==> config.mk <==
export PLATFORM = sky130hd
export DESIGN_NAME = ahb_bus_arbiter
export DESIGN_NICKNAME = d
export VERILOG_FILES = /design/src/rtl/ahb_bus_arbiter.sv
export SDC_FILE = /design/constraint.sdc
export NUM_CORES = 1
export LEC_CHECK = 0
export BUFFER_PORTS_ARGS = -buffer_cell sky130_fd_sc_hd__buf_2
export CAP_MARGIN = 20
export CELL_PAD_IN_SITES_DETAIL_PLACEMENT = 1
export CELL_PAD_IN_SITES_GLOBAL_PLACEMENT = 1
export CORE_MARGIN = 5
export CORE_UTILIZATION = 40
export DETAILED_ROUTE_END_ITERATION = 16
export GPL_ROUTABILITY_DRIVEN = 0
export GPL_TIMING_DRIVEN = 0
export PLACE_DENSITY_LB_ADDON = 0.1
export SKIP_CTS_REPAIR_TIMING = 1
export SYNTH_ARGS = -nofsm -noshare
export SYNTH_HDL_FRONTEND = slang
export SYNTH_SLANG_ARGS = --single-unit
==> constraint.sdc <==
create_clock -name clk -period 2.35 [get_ports clk]
set_input_delay 0.47 -clock clk [delete_from_list [all_inputs] [get_ports clk]]
set_output_delay 0.47 -clock clk [all_outputs]
set_load 0.01 [all_outputs]
==> src/rtl/ahb_bus_arbiter.sv <==
// Two-master AHB arbiter (CPU / DMAC) with burst-aware arbitration points,
// lock handling and a DMAC tenure limit when the CPU is waiting.
module ahb_bus_arbiter #(
  parameter int unsigned TENURE = 16
) (
  input  logic       clk,
  input  logic       rst,
  input  logic       Bus_Req,
  input  logic       Cpu_Req,
  input  logic       HReady,
  input  logic [1:0] HTrans,
  input  logic [2:0] HBurst,
  input  logic       HMastLock,
  output logic       Bus_Grant,
  output logic       Cpu_Grant,
  output logic       HMaster
);

  localparam int unsigned TW = (TENURE < 1) ? 1 : $clog2(TENURE + 1);
  localparam logic [TW-1:0] TEN_MAX = TW'(TENURE);
  localparam logic [1:0] TR_NONSEQ = 2'b10;
  localparam logic [1:0] TR_SEQ    = 2'b11;

  typedef enum logic {CPU_OWN, DMA_OWN} state_t;

  state_t        state, state_next;
  logic [3:0]    rem, rem_next;
  logic [TW-1:0] tenure;
  logic          cpu_done;
  logic          ap;

  // BUSY, IDLE and unaccepted beats all fall through to "hold"
  always_comb begin
    rem_next = rem;
    if (HReady && HTrans == TR_NONSEQ) begin
      unique case (HBurst)
        3'b010, 3'b011: rem_next = 4'd3;
        3'b100, 3'b101: rem_next = 4'd7;
        3'b110, 3'b111: rem_next = 4'd15;
        default:        rem_next = 4'd0;
      endcase
    end else if (HReady && HTrans == TR_SEQ && rem != '0) begin
      rem_next = rem - 4'd1;
    end
  end

  assign ap = HReady & ~HMastLock & (rem_next == '0);

  always_comb begin
    state_next = state;
    unique case (state)
      CPU_OWN: if (ap && Bus_Req && (!Cpu_Req || cpu_done)) state_next = DMA_OWN;
      DMA_OWN: if (ap && (!Bus_Req || (Cpu_Req && tenure == TEN_MAX))) state_next = CPU_OWN;
      default: state_next = CPU_OWN;
    endcase
  end

  always_comb begin
    Bus_Grant = (state == DMA_OWN);
    Cpu_Grant = (state == CPU_OWN);
  end

  always_ff @(posedge clk or posedge rst) begin
    if (rst) begin
      state <= CPU_OWN;
      rem   <= '0;
    end else begin
      state <= state_next;
      rem   <= rem_next;
    end
  end

  // Held at zero while the CPU owns the bus, so it starts from zero on DMA entry
  always_ff @(posedge clk or posedge rst) begin
    if (rst)                   tenure <= '0;
    else if (state == CPU_OWN) tenure <= '0;
    else if (tenure != TEN_MAX) tenure <= tenure + TW'(1);
  end

  always_ff @(posedge clk or posedge rst) begin
    if (rst)                                     cpu_done <= 1'b0;
    else if (state == DMA_OWN)                   cpu_done <= 1'b0;
    else if (HReady && HTrans == TR_NONSEQ)      cpu_done <= 1'b1;
  end

  always_ff @(posedge clk or posedge rst) begin
    if (rst)         HMaster <= 1'b0;
    else if (HReady) HMaster <= Bus_Grant;
  end

endmodule
==> results_dict.tcl, run 1 <==
set metrics [dict create \
    die_x_um 52.85 \
    port_buffers 12 \
    numCtsBuffers 3 \
    wl_met3_um 61 \
    synthArstFlopShare_pct 100.0 \
    path_delay_family "simple AND/OR/NAND/NOR gates" \
    grt_max_degree 13 \
    fp.dieH_um 52.85 \
    layout-drive-gt1-share_pct 28.89 \
    finalHoldViolCount 0 \
    cp-endpoint "Bus_Grant" \
    rows 15 \
    rsz0062_at_grt "false" \
    synth_seq_area_share_pct 40.89 \
    critical_path_arrival_ns 2.34 \
    cp_slowest_stage_delay_ns 0.43 \
    syn-cell-area_um2 734.5 \
    wire_per_inst_um 14.41 \
    synth_nets 88 \
    cts_buffer_depth 2 \
    grtUsageTotal_pct 14.47 \
    peakVddDrop_mv 0.4701 \
    maxCapViolCount 0 \
    crit_cells 8 \
    p_leak_nw 0.3828 \
    synth_warnings 0 \
    fmax_mhz 457.1 \
    antenna_left 0 \
    die_area_um2 2793 \
    final_cell_area_um2 862.1 \
    rr_worst_depth 8 \
    synth_seq_cells 12 \
    stdcell_count 115 \
    start_util_pct 42.08 \
    finalPower_mw 0.6718 \
    routed.top_layer "met4" \
    vias 609 \
    hpwl_um 1352 \
    grt_first_pass_wirelength_um 2911 \
    endpoint_kind "flop" \
    ctsHtreeMaxLevel 1 \
    crit_path_start_kind "flop" \
    area_growth_pct 17.38 \
    tightestPinTransition_ns 0.8603 \
    reg2reg_from "rem[0]" \
    pwr-share-clk_pct 24.4 \
    drc 0 \
    wl_met2_um 755 \
    p_sw_mw 0.2273 \
    rr_endpoint "Bus_Grant" \
    cts_tree "yes" \
    placed_cell_area_um2 825.8 \
    slew_headroom_pct 41.86 \
    p_int_mw 0.4445 \
    powerDensity_nw_per_um2 779.3 \
    ios 14 \
    setup_viol 0 \
    wl_met1_um 831 \
    hold_path_class "in2async" \
    path_cells "inv_1 -> ha_1 -> nor3b_2 -> or3_4 -> a311oi_2 -> inv_2 -> nor4b_2 -> a21oi_1" \
    antenna_cells 0 \
    synth_edf_count 0 \
    antenna_found_initial 0 \
    fin_crit_ns 2.188 \
    fillers 222 \
    first_pass_iters 4 \
    drtIter0Drc 6 \
    clkSinkCount 12 \
    clk_pin_slew_ns 0.08 \
    tns_ns 0 \
    drv_slew 0 \
    drt_wl_total_um 1657 \
    rrSetupSlack_ns 0.16 \
    cp-startpoint "rem[0]" \
    grt_remaining_overflow 0 \
    fin_skew_ns 0.0006203 \
    synth_area_per_cell_um2 9.925 \
    grt_pass1_vias 644 \
    critPathBufInv 2 \
    clk_latency_ns 0.27 \
    dp_cells 111 \
    cts.root.buffer_cell "clkbuf_4" \
    switching_share_pct 33.83 \
    combPwrFrac_pct 31.5 \
    crit_type "reg2reg" \
    ys.flop_type "dfrtp_1" \
    core-area_um2 1745 \
    viasPerCell 5.296 \
    fin_crit_sh_pct 93.09 \
    synth_cell_type_count 35 \
    crit_fanout 6 \
    crit_slowest_cell "dfrtp_1" \
    power_frac_seq_pct 44.1 \
    syn_inst 74 \
    nets 105 \
    status "completed" \
    cp_data_required_time_ns 2.50 \
]
==> placed cells by master, fill, tap and decap left out, types with 2 or more instances in the layout <==
| cell | instances |
|---|---|
| mux2i_1 | 2 |
| nand2_1 | 3 |
| xor2_1 | 2 |
| a21oi_1 | 3 |
| inv_1 | 8 |
| buf_2 | 12 |
| nor2_1 | 7 |
| dfrtp_1 | 12 |
| ha_1 | 3 |
| xnor2_1 | 2 |
| o21ai_0 | 2 |
| nand3_1 | 4 |
| clkbuf_4 | 3 |
| nand3b_1 | 3 |
==> worst min path at each step <==
stage,cells past startpoint,endpoint,start
detailed placement,2,cpu_done,cpu_done
global route,2,rem[3],rst
finish,2,rem[0],rst
floorplan,1,Bus_Grant,rst
CTS,2,rem[3],rst
global placement,2,cpu_done,cpu_done
==> cells in the mapped netlist (2+ instances only) <==
library cell	instances	area (um2)
nor2_1	7	26.28
ha_1	3	37.54
o21ai_0	2	10.01
xor2_1	2	17.52
dfrtp_1	12	300.3
mux2i_1	2	20.02
xnor2_1	2	17.52
inv_1	8	30.03
nand3_1	4	20.02
nand3b_1	3	22.52
nand2_1	3	11.26
a21oi_1	3	15.01
==> power by group through the flow <==
stage | sequential (mW) | combinational (mW) | clock (mW)
6_report | 0.296 | 0.212 | 0.164
5_1_grt | 0.305 | 0.244 | 0.182
4_1_cts | 0.299 | 0.216 | 0.170
3_5_place_dp | 0.303 | 0.214 | 0
3_3_place_gp | 0.300 | 0.204 | 0
2_1_floorplan | 0.296 | 0.140 | 0
==> worst reg2reg max path: stages, from the launching register on <==
cell and delay [ns]:
dfrtp_1 0.43, inv_1 0.06, ha_1 0.23, nor3b_2 0.20
or3_4 0.40, a311oi_2 0.36, inv_2 0.07, nor4b_2 0.22
a21oi_1 0.10
==> flip-flops by register name, summed over array words and instances (netlist names) <==
signal and count:
tenure 5, cpu_done 1, rem 4, Bus_Grant 1, HMaster 1
==> cell families (layout without fill, tap and decap cells) <==
logic type / Yosys count / count (layout) / synth area share, %
compound gates: 11 / 11 / 10.73
xor+xnor: 4 / 4 / 4.771
fa+ha+maj: 3 / 3 / 5.111
buf+inv: 9 / 25 / 4.599
flops: 12 / 12 / 40.89
mux: 3 / 3 / 4.259
simple gates: 32 / 32 / 29.64
==> layer usage <==
layer  track usage [%]  up-vias
li1                  -      304
met1             19.41      294
met2             23.14        9
met3             5.070        2
met4             1.277        0
met5                 0        -
==> layout make-up <==
type / instances / area (um2) / area share, %
multi-input combinational: 53 / 400.4 / 46.44
sequential: 12 / 300.3 / 34.83
timing repair buffer: 12 / 60.06 / 6.967
clock buffer: 4 / 36.28 / 4.209
inverter: 9 / 33.78 / 3.919
tap: 25 / 31.28 / 3.628
==> per-stage QoR <==
step / worst slack (ns) / utilization [%] / hold slack (ns)
finish: 0.1625 / 49.39 / 0.1943
global route: 0.01726 / 49.39 / 0.2240
CTS: 0.1473 / 49.39 / 0.2013
detailed placement: 0.1779 / 47.31 / 0.4879
global placement: 0.1641 / 47.31 / 0.4847
floorplan: 0.4124 / - / 0.3347
Power figures use the tool's default switching activity.
==> run 2: changes to the inputs <==
--- a/config.mk
+++ b/config.mk
@@ -15,6 +15,7 @@
 export GPL_ROUTABILITY_DRIVEN = 0
 export GPL_TIMING_DRIVEN = 0
 export PLACE_DENSITY_LB_ADDON = 0.1
+export SETUP_SLACK_MARGIN = 0.3
 export SKIP_CTS_REPAIR_TIMING = 1
 export SYNTH_ARGS = -nofsm -noshare
 export SYNTH_HDL_FRONTEND = slang
==> results_dict.tcl, run 2 (synthesis gave the netlist of run 1 again) <==
set metrics [dict create \
    numCtsBuffers 3 \
    crit_fanout 6 \
    utilization_pct 52.54 \
    antenna_found_initial 0 \
    wire_per_inst_um 14.54 \
    nets 108 \
    drv_slew 0 \
    fillers 218 \
    p_leak_nw 0.4100 \
    cp_data_required_time_ns 2.51 \
    endpoint_kind "flop" \
    setup_viol 0 \
    mostFrequentLayoutCells "dfrtp_1, buf_2, inv_1" \
    clkSinkCount 12 \
    multi_input_area_um2 432.9 \
    layout-drive-gt1-share_pct 33.33 \
    grt_pass1_vias 644 \
    path_cells "inv_1 -> ha_2 -> nor3b_4 -> or3_4 -> a311oi_4 -> inv_2 -> nor4b_4 -> a21oi_2" \
    cp_slowest_stage_delay_ns 0.43 \
    first_pass_iters 3 \
    top_register "tenure" \
    grtUsageTotal_pct 14.47 \
    antenna_left 0 \
    reg2reg_from "rem[0]" \
    antenna_cells 0 \
    critical_path_arrival_ns 2.19 \
    seq_area_um2 300.3 \
    hold_path_class "in2async" \
    vias 607 \
    cts_tree "yes" \
    crit_path_start_kind "flop" \
    cts.root.buffer_cell "clkbuf_4" \
    powerDensity_nw_per_um2 777.6 \
    crit_slowest_cell "or3_4" \
    maxCapViolCount 0 \
    peakVddDrop_mv 0.5175 \
    clk_pin_slew_ns 0.08 \
    die_x_um 52.85 \
    rr_endpoint "Bus_Grant" \
    grt_first_pass_wirelength_um 2911 \
    fmax_mhz 491.9 \
    ctsHtreeMaxLevel 1 \
    grt_max_degree 13 \
    grt_remaining_overflow 0 \
    hpwl_um 1352 \
    drtIter0Drc 2 \
    core-area_um2 1745 \
    rr_worst_depth 8 \
    drt_wl_total_um 1716 \
    rsz0062_at_grt "true" \
    drc 0 \
    cts_buffer_depth 2 \
    tightestPinTransition_ns 0.8605 \
    port_buffers 12 \
    fin_skew_ns 0.001377 \
    die_area_um2 2793 \
    rrSetupSlack_ns 0.32 \
    status "completed" \
    top_regs "tenure x5, rem x4" \
    rows 15 \
    ios 14 \
    fin_crit_ns 2.033 \
    crit_type "reg2reg" \
    slew_headroom_pct 41.85 \
    finalHoldViolCount 0 \
    fp.dieH_um 52.85 \
    start_util_pct 42.08 \
    clk_latency_ns 0.27 \
    area_growth_pct 24.87 \
    tns_ns 0 \
    largest_reg_flops 5 \
    viasPerCell 5.144 \
    fin_crit_sh_pct 86.51 \
]
==> run 2: cell types whose count changed in the layout (fill, tap and decap cells not counted), sizes merged <==
cell / change
buf: +3
==> run 2: routing by layer <==
layer | up-vias | GRT usage [%] | part of all wire (%)
met2 | 9 | 23.14 | 46
li1 | 305 | - | -
met5 | - | 0 | 0
met4 | 0 | 1.277 | 0.47
met3 | 2 | 5.070 | 3.6
met1 | 291 | 19.41 | 50
==> run 2: critical path, delay by kind of cell, from the launching register on <==
family	cells	cell delay, ns
fa+ha+maj	1	0.20
simple gates	3	0.84
flops	1	0.39
buf+inv	2	0.15
compound gates	2	0.34
==> run 2: power breakdown <==
part           switching (mW)  internal [mW]  total (mW)  leakage, nW
clock network          0.0713         0.0942       0.165       0.0210
logic                   0.131          0.119       0.251        0.237
registers              0.0452          0.252       0.297        0.152
total                   0.248          0.465       0.713        0.410
==> run 2: metrics by stage <==
step	instances	worst slack [ns]	cell area [um2]	hold slack (ns)	total power, mW
after floorplan	74	0.4124	734.5	0.3347	0.4366
after global placement	111	0.1641	825.8	0.4847	0.5040
after detailed placement	111	0.1779	825.8	0.4879	0.5164
after CTS	115	0.1473	862.1	0.2013	0.6843
after global routing	118	0.2291	917.1	0.2240	0.7708
final	118	0.3170	917.1	0.1930	0.7131
==> run 2: worst max-delay path by stage <==
stage | startpoint | endpoint | slack (ns)
floorplan | rem[0] | Bus_Grant | 0.41
finish | rem[0] | Bus_Grant | 0.32
global placement | rem[0] | Bus_Grant | 0.16
CTS | rem[0] | Bus_Grant | 0.15
global route | rem[0] | Bus_Grant | 0.23
detailed placement | rem[0] | Bus_Grant | 0.18
==> run 2: area by class of cell <==
class / count / area share [%]
Multi-Input combinational cell: 53 / 47.20
Sequential cell: 12 / 32.74
Timing Repair Buffer: 15 / 9.004
Tap cell: 25 / 3.411
Clock buffer: 4 / 3.956
Inverter: 9 / 3.683
==> run 3: changes to the inputs <==
--- a/config.mk
+++ b/config.mk
@@ -14,7 +14,7 @@
 export DETAILED_ROUTE_END_ITERATION = 16
 export GPL_ROUTABILITY_DRIVEN = 0
 export GPL_TIMING_DRIVEN = 0
-export PLACE_DENSITY_LB_ADDON = 0.1
+export PLACE_DENSITY_LB_ADDON = 0.2
 export SETUP_SLACK_MARGIN = 0.3
 export SKIP_CTS_REPAIR_TIMING = 1
 export SYNTH_ARGS = -nofsm -noshare
==> results_dict.tcl, run 3 (synthesis gave the netlist of run 1 again) <==
set metrics [dict create \
    status "completed" \
    grtUsageTotal_pct 14.36 \
    top_register "tenure" \
    ctsHtreeMaxLevel 1 \
    crit_slowest_cell "or3_4" \
    grt_max_degree 13 \
    rows 15 \
    antenna_left 0 \
    tns_ns 0 \
    core-area_um2 1745 \
    grt_first_pass_wirelength_um 2918 \
    reg2reg_from "rem[1]" \
    cp_slowest_stage_delay_ns 0.43 \
    cts_tree "yes" \
    rr_endpoint "Bus_Grant" \
    slew_headroom_pct 45.54 \
    tightestPinTransition_ns 0.8059 \
    p_int_mw 0.4714 \
    path_cells "inv_2 -> ha_4 -> nor3b_4 -> or3_4 -> a311oi_4 -> inv_2 -> nor4b_4 -> a21oi_2" \
    maxCapViolCount 0 \
    endpoint_kind "flop" \
    start_util_pct 42.08 \
    port_buffers 12 \
    antenna_found_initial 0 \
    clk_pin_slew_ns 0.08 \
    hpwl_um 1328 \
    cpMostUsedCell "inv_2" \
    utilization_pct 54.05 \
    ios 14 \
    viasPerCell 5.325 \
    first_pass_iters 3 \
    vias 639 \
    rr_worst_depth 8 \
    cp-startpoint "rem[1]" \
    fin_crit_ns 2.050 \
    p_sw_mw 0.2531 \
    drc 0 \
    rsz0062_at_grt "true" \
    crit_fanout 5 \
    stdcell_count 120 \
    hold_path_class "in2async" \
    drt_wl_total_um 1869 \
    critPathBufInv 2 \
    cts.root.buffer_cell "clkbuf_4" \
    drv_slew 0 \
    critical_path_arrival_ns 2.21 \
    clk_latency_ns 0.26 \
    dp_cells 111 \
    grt_pass1_vias 658 \
    layout-drive-gt1-share_pct 37.89 \
    antenna_cells 0 \
    wire_per_inst_um 15.58 \
    final_common_cell "buf_2" \
    fin_skew_ns 0.003957 \
    finalHoldViolCount 0 \
    crit_path_start_kind "flop" \
    rrSetupSlack_ns 0.30 \
    numCtsBuffers 3 \
    fp.dieH_um 52.85 \
    switching_share_pct 34.93 \
    largest_reg_flops 5 \
    p_leak_nw 0.4183 \
    path_delay_family "simple AND/OR/NAND/NOR gates" \
    crit_type "reg2reg" \
    die_x_um 52.85 \
    top_regs "tenure x5, rem x4" \
    pwr-share-clk_pct 22.5 \
    drtIter0Drc 18 \
    die_area_um2 2793 \
    cp_data_required_time_ns 2.51 \
    setup_viol 0 \
    fmax_mhz 487.7 \
    combPwrFrac_pct 35.7 \
    powerDensity_nw_per_um2 767.9 \
    fin_crit_sh_pct 87.24 \
    clkSinkCount 12 \
    cts_buffer_depth 2 \
    grt_remaining_overflow 0 \
    power_frac_seq_pct 41.8 \
    mostFrequentLayoutCells "buf_2, dfrtp_1, nor2_1" \
    nets 110 \
    area_growth_pct 28.45 \
    peakVddDrop_mv 0.4284 \
]
==> run 3: changes by cell type in the layout (fill, tap and decap cells not counted), sizes merged <==
cell,before,now
buf,15,17
==> run 3: layout make-up <==
cell class	instances	area (um2)
Clock buffer	4	36.28
Inverter	9	33.78
Timing Repair Buffer	17	97.59
Fill cell	209	802.0
Sequential cell	12	301.5
Multi-Input combinational cell	53	442.9
Tap cell	25	31.28
==> run 3: power by group through the flow <==
stage	registers (mW)	logic, mW	clock network (mW)
2_1_floorplan	0.296	0.140	0
5_1_grt	0.311	0.291	0.175
3_5_place_dp	0.301	0.213	0
4_1_cts	0.297	0.216	0.167
3_3_place_gp	0.299	0.204	0
6_report	0.303	0.259	0.163
==> run 3: worst max-delay path by stage <==
stage	endpoint	slack [ns]	depth (start not counted)
finish	Bus_Grant	0.30	8
global route	Bus_Grant	0.19	8
CTS	Bus_Grant	0.17	8
detailed placement	Bus_Grant	0.19	8
global placement	Bus_Grant	0.23	8
floorplan	Bus_Grant	0.41	8
==> run 3: worst register-to-register path: stages (launching register included) <==
cell and delay (ns):
dfrtp_2 0.41, inv_2 0.06, ha_4 0.15, nor3b_4 0.16
or3_4 0.43, a311oi_4 0.27, inv_2 0.09, nor4b_4 0.28
a21oi_2 0.08
==> run 3: metrics by stage <==
stage / hold WS, ns / setup WS [ns] / power [mW] / area, um2
after floorplan: 0.3347 / 0.4124 / 0.4366 / 734.5
after global placement: 0.4693 / 0.2293 / 0.5028 / 825.8
after detailed placement: 0.4936 / 0.1857 / 0.5144 / 825.8
after CTS: 0.2087 / 0.1711 / 0.6796 / 862.1
after global routing: 0.2382 / 0.1886 / 0.7766 / 943.4
final: 0.2039 / 0.2998 / 0.7245 / 943.4
==> run 3: metal layers <==
layer | part of all wire, % | track usage, %
met1 | 48 | 19.51
met2 | 48 | 22.73
met3 | 3.0 | 3.380
met4 | 0.64 | 3.830
met5 | 0 | 0
